### src/rtl/r8051_sfr_pkg.sv
// Shared definitions for r8051 SFR-bus peripherals: SFR addresses, SCON bit
// positions and the serial-port FSM state encodings.
package r8051_sfr_pkg;

  localparam logic [7:0] SFR_SCON = 8'h98;
  localparam logic [7:0] SFR_SBUF = 8'h99;

  localparam int SCON_RI  = 0;
  localparam int SCON_TI  = 1;
  localparam int SCON_REN = 4;

  typedef enum logic [1:0] {
    TX_IDLE  = 2'd0,
    TX_START = 2'd1,
    TX_DATA  = 2'd2,
    TX_STOP  = 2'd3
  } tx_state_e;

  typedef enum logic [1:0] {
    RX_IDLE  = 2'd0,
    RX_START = 2'd1,
    RX_DATA  = 2'd2,
    RX_STOP  = 2'd3
  } rx_state_e;

endpackage

### src/rtl/sfr_uart_if.sv
// r8051 SFR bus as seen by one responder: read/write strobes, addresses,
// write data, and the registered read data with its address-hit flag.
interface sfr_uart_if;
  logic       ram_rd_en_sfr;
  logic [7:0] ram_rd_addr;
  logic [7:0] sfr_rd_byte;
  logic       sfr_rd_hit;
  logic       ram_wr_en_sfr;
  logic [7:0] ram_wr_addr;
  logic [7:0] ram_wr_byte;

  modport master (
    output ram_rd_en_sfr, ram_rd_addr, ram_wr_en_sfr, ram_wr_addr, ram_wr_byte,
    input  sfr_rd_byte, sfr_rd_hit
  );

  modport slave (
    input  ram_rd_en_sfr, ram_rd_addr, ram_wr_en_sfr, ram_wr_addr, ram_wr_byte,
    output sfr_rd_byte, sfr_rd_hit
  );
endinterface

### src/rtl/sfr_uart_rx.sv
// 8-N-1 receiver: 2-flop rxd synchronizer, mid-bit sampling FSM and shifter.
// rx_done pulses once per completed frame; frame_err qualifies it (stop bit 0).
module sfr_uart_rx
  import r8051_sfr_pkg::*;
#(
  parameter int CLK_DIV = 16
) (
  input  logic       clk,
  input  logic       rst,
  input  logic       rxd,
  input  logic       ren,
  output logic       rx_done,
  output logic [7:0] rx_data,
  output logic       frame_err
);
  localparam int            TW        = (CLK_DIV > 2) ? $clog2(CLK_DIV) : 1;
  localparam logic [TW-1:0] BIT_LAST  = TW'(CLK_DIV - 1);
  localparam logic [TW-1:0] HALF_LAST = TW'(CLK_DIV / 2 - 1);

  rx_state_e     state, next;
  logic          sync1, sync2, rxd_prev;
  logic [TW-1:0] timer;
  logic [2:0]    bit_cnt;
  logic [7:0]    shift;
  logic          tick;

  assign tick    = (timer == '0);
  assign rx_data = shift;

  always_ff @(posedge clk or negedge rst) begin
    if (!rst) begin
      sync1    <= 1'b1;
      sync2    <= 1'b1;
      rxd_prev <= 1'b1;
    end else begin
      sync1    <= rxd;
      sync2    <= sync1;
      rxd_prev <= sync2;
    end
  end

  always_ff @(posedge clk or negedge rst) begin
    if (!rst) state <= RX_IDLE;
    else      state <= next;
  end

  always_comb begin
    next = state;
    case (state)
      RX_IDLE:  if (ren && rxd_prev && !sync2) next = RX_START;
      RX_START: if (tick) next = sync2 ? RX_IDLE : RX_DATA;
      RX_DATA:  if (tick && bit_cnt == 3'd7) next = RX_STOP;
      RX_STOP:  if (tick) next = RX_IDLE;
      default:  next = RX_IDLE;
    endcase
  end

  always_comb begin
    rx_done   = (state == RX_STOP) && tick;
    frame_err = rx_done && !sync2;
  end

  // Idle keeps the timer at the half-bit reload so START lands mid-bit.
  always_ff @(posedge clk or negedge rst) begin
    if (!rst) begin
      timer   <= HALF_LAST;
      bit_cnt <= 3'd0;
    end else begin
      if (state == RX_IDLE) timer <= HALF_LAST;
      else if (tick)        timer <= BIT_LAST;
      else                  timer <= timer - TW'(1);
      if (state != RX_DATA) bit_cnt <= 3'd0;
      else if (tick)        bit_cnt <= bit_cnt + 3'd1;
    end
  end

  always_ff @(posedge clk) begin
    if (state == RX_DATA && tick) shift <= {sync2, shift[7:1]};
  end

endmodule

### src/rtl/sfr_uart.sv
// 8051 serial port (SCON/SBUF) on the r8051 SFR bus, 8-N-1 framing.
// Holds the SFR decode, SCON, the rx buffer and the transmitter.
module sfr_uart
  import r8051_sfr_pkg::*;
#(
  parameter int         CLK_DIV   = 16,
  parameter logic [7:0] SCON_ADDR = SFR_SCON,
  parameter logic [7:0] SBUF_ADDR = SFR_SBUF
) (
  input  logic      clk,
  input  logic      rst,
  sfr_uart_if.slave bus,
  input  logic      rxd,
  output logic      txd,
  output logic      tx_busy
);
  localparam int            TW       = (CLK_DIV > 2) ? $clog2(CLK_DIV) : 1;
  localparam logic [TW-1:0] BIT_LAST = TW'(CLK_DIV - 1);

  tx_state_e     tx_state, tx_next;
  logic [TW-1:0] tx_timer;
  logic [2:0]    tx_bit;
  logic [7:0]    tx_shift;
  logic          tx_tick, tx_done;
  logic [7:0]    scon, rx_buf, rx_data;
  logic          rx_done, frame_err, rx_load;
  logic          wr_scon, wr_sbuf;

  assign wr_scon = bus.ram_wr_en_sfr && (bus.ram_wr_addr == SCON_ADDR);
  assign wr_sbuf = bus.ram_wr_en_sfr && (bus.ram_wr_addr == SBUF_ADDR);
  assign tx_tick = (tx_timer == '0);
  // A good frame arriving while RI is still set is an overrun and is dropped.
  assign rx_load = rx_done && !frame_err && !scon[SCON_RI];

  sfr_uart_rx #(.CLK_DIV(CLK_DIV)) u_rx (
    .clk      (clk),
    .rst      (rst),
    .rxd      (rxd),
    .ren      (scon[SCON_REN]),
    .rx_done  (rx_done),
    .rx_data  (rx_data),
    .frame_err(frame_err)
  );

  always_ff @(posedge clk or negedge rst) begin
    if (!rst) tx_state <= TX_IDLE;
    else      tx_state <= tx_next;
  end

  always_comb begin
    tx_next = tx_state;
    case (tx_state)
      TX_IDLE:  if (wr_sbuf) tx_next = TX_START;
      TX_START: if (tx_tick) tx_next = TX_DATA;
      TX_DATA:  if (tx_tick && tx_bit == 3'd7) tx_next = TX_STOP;
      TX_STOP:  if (tx_tick) tx_next = TX_IDLE;
      default:  tx_next = TX_IDLE;
    endcase
  end

  // txd decodes straight from state so an async reset forces the line high.
  always_comb begin
    txd     = 1'b1;
    tx_busy = 1'b1;
    tx_done = 1'b0;
    case (tx_state)
      TX_IDLE:  tx_busy = 1'b0;
      TX_START: txd     = 1'b0;
      TX_DATA:  txd     = tx_shift[0];
      TX_STOP:  tx_done = tx_tick;
      default:  tx_busy = 1'b0;
    endcase
  end

  always_ff @(posedge clk or negedge rst) begin
    if (!rst) begin
      tx_timer <= BIT_LAST;
      tx_bit   <= 3'd0;
    end else begin
      if (tx_state == TX_IDLE || tx_tick) tx_timer <= BIT_LAST;
      else                                tx_timer <= tx_timer - TW'(1);
      if (tx_state != TX_DATA) tx_bit <= 3'd0;
      else if (tx_tick)        tx_bit <= tx_bit + 3'd1;
    end
  end

  always_ff @(posedge clk) begin
    if (tx_state == TX_IDLE && wr_sbuf)     tx_shift <= bus.ram_wr_byte;
    else if (tx_state == TX_DATA && tx_tick) tx_shift <= {1'b0, tx_shift[7:1]};
  end

  // Hardware sets of TI/RI are written last so they override a same-cycle write.
  always_ff @(posedge clk or negedge rst) begin
    if (!rst) begin
      scon   <= 8'h00;
      rx_buf <= 8'h00;
    end else begin
      if (wr_scon) scon <= bus.ram_wr_byte;
      if (tx_done) scon[SCON_TI] <= 1'b1;
      if (rx_load) begin
        scon[SCON_RI] <= 1'b1;
        rx_buf        <= rx_data;
      end
    end
  end

  always_ff @(posedge clk or negedge rst) begin
    if (!rst) begin
      bus.sfr_rd_byte <= 8'h00;
      bus.sfr_rd_hit  <= 1'b0;
    end else if (bus.ram_rd_en_sfr) begin
      if (bus.ram_rd_addr == SCON_ADDR) begin
        bus.sfr_rd_byte <= scon;
        bus.sfr_rd_hit  <= 1'b1;
      end else if (bus.ram_rd_addr == SBUF_ADDR) begin
        bus.sfr_rd_byte <= rx_buf;
        bus.sfr_rd_hit  <= 1'b1;
      end else begin
        bus.sfr_rd_byte <= 8'h00;
        bus.sfr_rd_hit  <= 1'b0;
      end
    end
  end

endmodule

### src/flat_wrapper.sv
// flat-port wrapper written by rule: the top's interface ports become plain ports
module sfr_uart_flat import r8051_sfr_pkg::*;
#(
  parameter int         CLK_DIV   = 16,
  parameter logic [7:0] SCON_ADDR = SFR_SCON,
  parameter logic [7:0] SBUF_ADDR = SFR_SBUF
)
  (clk, rst, rxd, txd, tx_busy, bus_ram_rd_en_sfr, bus_ram_rd_addr, bus_ram_wr_en_sfr, bus_ram_wr_addr, bus_ram_wr_byte, bus_sfr_rd_byte, bus_sfr_rd_hit);
  sfr_uart_if bus_i ();
  input  logic clk;
  input  logic rst;
  input  logic rxd;
  output logic txd;
  output logic tx_busy;
  input wire logic [$bits(bus_i.ram_rd_en_sfr)-1:0] bus_ram_rd_en_sfr;
  input wire logic [$bits(bus_i.ram_rd_addr)-1:0] bus_ram_rd_addr;
  input wire logic [$bits(bus_i.ram_wr_en_sfr)-1:0] bus_ram_wr_en_sfr;
  input wire logic [$bits(bus_i.ram_wr_addr)-1:0] bus_ram_wr_addr;
  input wire logic [$bits(bus_i.ram_wr_byte)-1:0] bus_ram_wr_byte;
  output wire logic [$bits(bus_i.sfr_rd_byte)-1:0] bus_sfr_rd_byte;
  output wire logic [$bits(bus_i.sfr_rd_hit)-1:0] bus_sfr_rd_hit;
  assign bus_i.ram_rd_en_sfr = bus_ram_rd_en_sfr;
  assign bus_i.ram_rd_addr = bus_ram_rd_addr;
  assign bus_i.ram_wr_en_sfr = bus_ram_wr_en_sfr;
  assign bus_i.ram_wr_addr = bus_ram_wr_addr;
  assign bus_i.ram_wr_byte = bus_ram_wr_byte;
  assign bus_sfr_rd_byte = bus_i.sfr_rd_byte;
  assign bus_sfr_rd_hit = bus_i.sfr_rd_hit;
  sfr_uart #(.CLK_DIV(CLK_DIV), .SCON_ADDR(SCON_ADDR), .SBUF_ADDR(SBUF_ADDR)) u_core (.clk(clk), .rst(rst), .bus(bus_i), .rxd(rxd), .txd(txd), .tx_busy(tx_busy));
endmodule
### config.mk
export PLATFORM = sky130hd
export DESIGN_NAME = sfr_uart_flat
export DESIGN_NICKNAME = d
export VERILOG_FILES = /design/src/rtl/r8051_sfr_pkg.sv /design/src/rtl/sfr_uart_if.sv /design/src/rtl/sfr_uart_rx.sv /design/src/rtl/sfr_uart.sv /design/src/flat_wrapper.sv
export SDC_FILE = /design/constraint.sdc
export NUM_CORES = 1
export LEC_CHECK = 0
export CELL_PAD_IN_SITES_DETAIL_PLACEMENT = 0
export CELL_PAD_IN_SITES_GLOBAL_PLACEMENT = 1
export CORE_UTILIZATION = 47
export DETAILED_ROUTE_END_ITERATION = 8
export PLACE_DENSITY_LB_ADDON = 0.25
export SYNTH_ARGS = -nofsm -noshare
export SYNTH_HDL_FRONTEND = slang
export SYNTH_SLANG_ARGS = --single-unit
### constraint.sdc
create_clock -name clk -period 4 [get_ports clk]
set_clock_uncertainty 0.05 [all_clocks]
set_input_delay 0.8 -clock clk [delete_from_list [all_inputs] [get_ports clk]]
set_output_delay 0.8 -clock clk [all_outputs]
set_load 0.01 [all_outputs]
==> metrics.cfg, run 1 <==
[min_path]
min_to = u_core.u_rx.sync2$_DFF_PN1_
hold_class = register to register
worstHoldStart = u_core.u_rx.sync1$_DFF_PN1_
min_path_cells = 0

[yosys]
synth_compound_area_share_pct = 7.04
synth_area_per_cell_um2 = 14.0
synthMuxAreaShare_pct = 12.3
ys_seq_area_share_pct = 60.4
synth.top_cell.area_share_pct = 33.1
syn_area_um2 = 2720
synthXorXnorAreaFrac_pct = 0.966
synth_cells = 194
synth_nets = 233
yosys_warnings = 0
synth_cell_type_count = 39
synth_top_family_by_area = multiplexers
synth_fa_ha_area_share_pct = 4.60
ys_seq_elements = 62
netlist_top_cells_area = dfrtp_1 33%, edfxtp_1 18%, dfstp_2 9.7%
yosysTopAreaCell = dfrtp_1
synth-simple-area-share_pct = 12.3

[placed_design]
dp_slack_ns = 1.06
place_inst = 303
gp_congestion = 0.709
place_hpwl_um = 3530
numPortBuffers = 39

[cells_and_area]
instances_no_fill = 319
final_nets = 281
num_antenna_cells = 0
area_growth_pct = 24.7
drive_gt1_share_pct = 22.7
final_cell_mix = 38 x clkdlybuf4s50_1, 36 x dfrtp_1, 16 x mux2_2, 16 x edfxtp_1, 15 x nor2_1
layout_commonest_cell = clkdlybuf4s50_1
n_fill_cell = 454

[outcome]
status = complete, no violations

[worst_setup_path]
crit_required_ns = 3.15
cp-start-kind = register
crit_type = register to output pin
cpMostUsedCell = inv_1
r2r_slack_ns = 1.65
crit_path_cell_trace = inv_1, ha_1, inv_1, nor2_1, a21oi_1, clkdlybuf4s50_1
reg2reg_to = u_core.tx_shift[2]$_DFFE_PP_
timing.rr.start = u_core.tx_state[0]$_DFFE_PN0P_
reg2regPathDepth = 5
max_stage_delay_ns = 0.57
critPathMaxFanout = 6
cpMaxStageDelayCell = clkdlybuf4s50_1
cp-end-kind = output pin
arrival_ns = 1.95

[drt]
drt_iter0_markers = 84
routed_wl_um = 4970
drc = 0
dr.pass1.iters = 4
routed_via_density = 5.23
ant_nets = 0
wl_per_cell_um = 15.6
dr_total_vias = 1668

[clocking]
cts_tree = built
clockRootBuffer = clkbuf_8
clk_latency_ns = 0.33
clkSinkCount = 62
cts_resized = 0
clkTransAtPathRegs_ns = 0.06
cts_max_level = 3
cts_setup_buffers = 0
cts_made_buffers = 9
holdBufCountCts = 0
clockBufferDepth = 2

[timing]
setup_ws_ns = 1.20
finalHoldViolCount = 0
period_share_pct = 69.9
slew-limit-headroom_pct = 30.9
finalSetupViolations = 0
finalSetupTns_ns = 0
rsz0062_at_grt = false
min_period_ns = 2.80
worst_pin_slew_ns = 1.04
clock.fmax_mhz = 358
maxSlewViolCount = 0

[floorplanning]
dieArea_um2 = 6100
rows = 27
coreArea_um2 = 5540
die_h_um = 78.1
start_util_pct = 49.1
boundaryPins = 40
die_width_um = 78.1

[global_routing]
gr-usage-all-layers_pct = 19.0
met1_usage_pct = 25.3
grt_pass1_vias = 1638
busiest_layer = met2
grt_antenna_before_repair = 0
grt-ovfl-total = 0
grt_pass1_wl_um = 8380
grtUsageMet3_pct = 6.28
grt_start_max_net_pins = 47
met2_usage_pct = 27.9

[job]
max_cap_viol_count = 0

[pwr]
p_leak_uw = 0.00150
power_density_nw_per_um2 = 462
vdd_drop_max_v = 0.000275

## cell families after synthesis
kind of cell	Yosys count
XOR/XNOR	3
buffers and inverters	15
AO/OA/AOI/OAI	25
adder cells (fa/ha/maj)	10
multiplexers	28
flip-flops	62
AND/OR/NAND/NOR	51
## layout make-up
type / count / area (µm²) / share of cell area [%]
flip-flops and latches: 62 / 1640 / 48.5
well taps: 72 / 90.1 / 2.66
inverters: 13 / 48.8 / 1.44
repair buffers: 39 / 385 / 11.4
clock inverters: 2 / 37.5 / 1.11
multi-input cells: 117 / 1010 / 29.8
clock buffers: 14 / 174 / 5.13
## critical path: cells and delay by family (launching register included)
kind	cells	cell delay (ns)
AO/OA/AOI/OAI	1	0.11
adder cells (fa/ha/maj)	1	0.23
buffers and inverters	3	0.81
flip-flops	1	0.40
AND/OR/NAND/NOR	1	0.07
## worst max path at each step
stage / to / startpoint / depth (start not counted)
2_1_floorplan: u_core.tx_shift[0]$_DFFE_PP_ / bus_ram_wr_addr[1] / 4
3_3_place_gp: u_core.tx_shift[7]$_SDFFCE_PN0P_ / bus_ram_wr_addr[7] / 4
3_5_place_dp: u_core.tx_shift[2]$_DFFE_PP_ / bus_ram_wr_addr[7] / 4
4_1_cts: txd / u_core.tx_state[0]$_DFFE_PN0P_ / 6
5_1_grt: txd / u_core.tx_state[0]$_DFFE_PN0P_ / 6
6_report: txd / u_core.tx_state[0]$_DFFE_PN0P_ / 6
## power breakdown
part           internal [µW]  switching [µW]  leakage [µW]
logic                    130             124      0.000657
clock network            344             229      0.000102
registers                704            38.4      0.000742
## flip-flops by register name, indices dropped and copies added, names as in the netlist, named ones only
signal                  flops
u_core.u_rx.timer           4
u_core.scon                 8
u_core.tx_bit               3
u_core.u_rx.sync1           1
u_core.tx_shift             8
u_core.bus.sfr_rd_byte      8
u_core.tx_state             2
u_core.bus.sfr_rd_hit       1
u_core.u_rx.bit_cnt         3
u_core.tx_timer             4
u_core.rx_buf               8
u_core.u_rx.rx_data         8
u_core.u_rx.rxd_prev        1
u_core.u_rx.sync2           1
u_core.u_rx.state           1
## per-stage QoR
| stage | utilization [%] | instance area [µm²] | total power [µW] | hold WS, ns |
|---|---|---|---|---|
| floorplan | - | 2720 | 901 | 0.295 |
| finish | 61.2 | 3390 | 1570 | 0.305 |
| detailed placement | 57.4 | 3180 | 1010 | 0.297 |
| CTS | 61.2 | 3390 | 1590 | 0.307 |
| global placement | 57.4 | 3180 | 1010 | 0.297 |
| global route | 61.2 | 3390 | 1650 | 0.315 |
## cells in the mapped netlist
cell type,instances
nand2_1,9
or4_1,1
nor3b_4,1
nand2b_1,1
a211o_1,1
a311oi_1,1
mux2_4,7
nand2_2,1
dfstp_2,10
or3b_2,1
mux2_2,16
inv_1,13
xnor2_1,3
o31ai_1,2
nor3_2,1
edfxtp_1,16
or3_1,2
o21ai_0,4
nor2_1,15
nor3b_2,1
o21bai_1,1
and2_0,1
buf_6,1
nor3_4,1
mux2i_1,5
a21oi_1,6
dfrtp_1,36
nor2b_1,9
and3_1,2
ha_1,10
nand4bb_1,1
nor4b_1,1
nor4bb_1,1
o32a_1,1
and4bb_2,1
clkbuf_1,1
o221a_2,1
a221o_1,8
nand4bb_4,1
## per-layer routing
layer	share of wire, %	up-vias
li1	-	798
met1	47	823
met2	46	40
met3	5.9	7
met4	1.6	0
met5	0	-
Power figures use the tool's default switching activity.
==> run 2: changes to the inputs <==
--- a/config.mk
+++ b/config.mk
@@ -7,7 +7,7 @@
 export LEC_CHECK = 0
 export CELL_PAD_IN_SITES_DETAIL_PLACEMENT = 0
 export CELL_PAD_IN_SITES_GLOBAL_PLACEMENT = 1
-export CORE_UTILIZATION = 47
+export CORE_UTILIZATION = 44
 export DETAILED_ROUTE_END_ITERATION = 8
 export PLACE_DENSITY_LB_ADDON = 0.25
 export SYNTH_ARGS = -nofsm -noshare
==> constraint.sdc (replaced) <==
create_clock -name clk -period 2.65 [get_ports clk]
set_clock_uncertainty 0.05 [all_clocks]
set_input_delay 0.53 -clock clk [delete_from_list [all_inputs] [get_ports clk]]
set_output_delay 0.53 -clock clk [all_outputs]
set_load 0.01 [all_outputs]
==> run 2 against run 1 <==
  * Flip-flop and latch count is the same
  * Setup slack got worse by 1.0 ns
  * Sequential share of layout area fell by 0.39 points
  * Largest cell class unchanged
  * Design area grew 0.81%
  * Clock power up 31%
  * Routed wire length decreased by 0.32%
  * Die area grew 6.6%
  * Critical path type unchanged
  * Count of clock-buffer cells in the layout increased by 1
  * Sequential power up 51%
  * Non-clock buffer count rose by 7
  * Via count increased by 0.30%
==> metrics.cfg, run 2 (synthesized netlist as in run 1, its figures left out) <==
[outcome]
status = complete, no violations

[cells_and_area]
final_cell_mix = 38 x clkdlybuf4s50_1, 36 x dfrtp_1, 16 x mux2_2, 16 x edfxtp_1, 15 x nor2_1
num_antenna_cells = 0  ; unchanged
layout_commonest_cell = clkdlybuf4s50_1
final_nets = 288  ; +2.5%
area_growth_pct = 25.7
drive_gt1_share_pct = 24.8  ; +2.1 points
design_area_um2 = 3420  ; +0.81%

[worst_setup_path]
path_buf_inv = 3  ; unchanged
crit_required_ns = 2.07  ; -1.08 ns
max_stage_delay_ns = 0.55  ; -0.02 ns
cp-start-kind = register
critPathMaxFanout = 6  ; unchanged
crit_type = register to output pin
reg2regPathDepth = 6  ; +1
cp-end-kind = output pin
path_delay_family = buffers and inverters
arrival_ns = 1.89  ; -0.06 ns
crit_path_cell_trace = inv_1, ha_1, inv_2, nor2_1, a21oi_1, clkdlybuf4s50_1
cpMaxStageDelayCell = clkdlybuf4s50_1
path_depth = 6  ; unchanged

[drt]
routed_via_density = 5.09  ; -2.7%
drc = 0  ; unchanged
ant_nets = 0  ; unchanged
dr.pass1.iters = 4  ; unchanged
dr_total_vias = 1673  ; +0.30%
wl_per_cell_um = 15.1  ; -3.4%
drt_iter0_markers = 145  ; +73%
routed_wl_um = 4950  ; -0.32%

[timing]
finalHoldViolCount = 0  ; unchanged
rsz0062_at_grt = false
clock.fmax_mhz = 405
slew-limit-headroom_pct = 38.9  ; +8.0 points
finalSetupViolations = 0  ; unchanged
setup_ws_ns = 0.180  ; -1.02 ns
finalSetupTns_ns = 0  ; unchanged
maxSlewViolCount = 0  ; unchanged
worst_pin_slew_ns = 0.917  ; -0.120 ns
period_share_pct = 93.2
min_period_ns = 2.47

[placed_design]
dp_slack_ns = 0.118  ; -0.944 ns
gp_congestion = 0.724  ; +2.2%
numPortBuffers = 39  ; unchanged
place_hpwl_um = 3550  ; +0.75%
dpl_cell_area_um2 = 3240  ; +1.8%

[clocking]
clkSinkCount = 62  ; unchanged
cts_made_buffers = 9  ; unchanged
cts_tree = built
clockRootBuffer = clkbuf_8
clk_latency_ns = 0.32  ; about the same
cts_max_level = 3  ; unchanged
clockBufferDepth = 2  ; unchanged
clkTransAtPathRegs_ns = 0.06  ; about the same
cts_setup_buffers = 0  ; unchanged

[global_routing]
grt_pass1_wl_um = 8350  ; -0.41%
grt_pass1_vias = 1730  ; +5.6%
gr-usage-all-layers_pct = 17.9  ; -1.1 points
grt_antenna_before_repair = 0  ; unchanged
grt-ovfl-total = 0  ; unchanged
grt_start_max_net_pins = 42  ; -11%

[floorplanning]
coreArea_um2 = 5960  ; +7.5%
die_width_um = 80.6  ; +3.3%
die_h_um = 80.6  ; +3.3%
start_util_pct = 45.7  ; -3.4 points
dieArea_um2 = 6500  ; +6.6%
boundaryPins = 40  ; unchanged
rows = 28  ; +3.7%

[pwr]
vdd_drop_max_v = 0.000411  ; +50%
p_int_uw = 1690  ; +43%
p_leak_uw = 0.00153  ; +1.7%
p_sw_share_pct = 25.4  ; +0.49 points
power_frac_clock_pct = 33.3  ; -3.2 points
p_seq_share_pct = 49.5  ; +2.2 points
power_switching_uw = 574  ; +47%
comb_power_share_pct = 17.2  ; +1.0 points
power_density_nw_per_um2 = 661  ; +43%
fin_total_pwr_uw = 2260  ; +44%

[job]
max_cap_viol_count = 0  ; unchanged

[min_path]
hold_class = input port to async pin

run 2: area by class of cell:
type,instances,area (µm²)
Sequential cell,62,1640
Fill cell,528,2540
Clock inverter,1,5.00
Clock buffer,15,178
Multi-Input combinational cell,117,1010
Inverter,13,48.8
Tap cell,75,93.8
Timing Repair Buffer,46,438
run 2: layer usage:
| layer | part of all wire [%] | wire (µm) | GRT usage, % | up-vias |
|---|---|---|---|---|
| li1 | - | - | - | 809 |
| met1 | 46 | 2300 | 23.1 | 815 |
| met2 | 47 | 2330 | 27.9 | 40 |
| met3 | 4.8 | 237 | 4.32 | 9 |
| met4 | 1.8 | 90 | 9.11 | 0 |
| met5 | 0 | 0 | 0 | - |
run 2: path summary, 6_finish.rpt:
check / from / end / slack, ns
setup / recovery: u_core.tx_state[0]$_DFFE_PN0P_ / txd / 0.18
hold / removal: rst / u_core.scon[5]$_DFFE_PN0P_ / 0.28
setup reg to reg: u_core.tx_state[0]$_DFFE_PN0P_ / u_core.tx_shift[1]$_DFFE_PP_ / 0.43
hold reg to reg: u_core.u_rx.sync1$_DFF_PN1_ / u_core.u_rx.sync2$_DFF_PN1_ / 0.31
max in group asynchronous: rst / u_core.tx_timer[0]$_DFF_PN1_ / 1.55
min in group clk: u_core.u_rx.sync1$_DFF_PN1_ / u_core.u_rx.sync2$_DFF_PN1_ / 0.31
run 2: power groups by stage:
stage	Combinational, µW	Clock [µW]	Sequential, µW
2_1_floorplan	238	0	1120
3_3_place_gp	388	0	1140
3_5_place_dp	392	0	1140
4_1_cts	394	774	1120
5_1_grt	445	813	1130
6_report	388	752	1120
run 2: repair_timing:
item	4_1_cts	5_1_grt
resized for setup	0	1
hold buffers	0	0
setup endpoints to repair	0	1
run 2: worst reg2reg max path, stage by stage, from the launching register on:
cell     delay, ns
dfrtp_1       0.41
inv_1         0.09
ha_1          0.22
inv_1         0.11
or4_1         0.52
buf_4         0.20
nand2_1       0.28
run 2: through the flow:
| stage | hold WS (ns) | util [%] | std cells |
|---|---|---|---|
| 3_5_place_dp | 0.304 | 54.3 | 313 |
| 6_report | 0.281 | 57.4 | 329 |
| 2_1_floorplan | 0.184 | - | 194 |
| 4_1_cts | 0.310 | 57.4 | 329 |
| 5_1_grt | 0.312 | 57.4 | 329 |
| 3_3_place_gp | 0.297 | 54.3 | 313 |
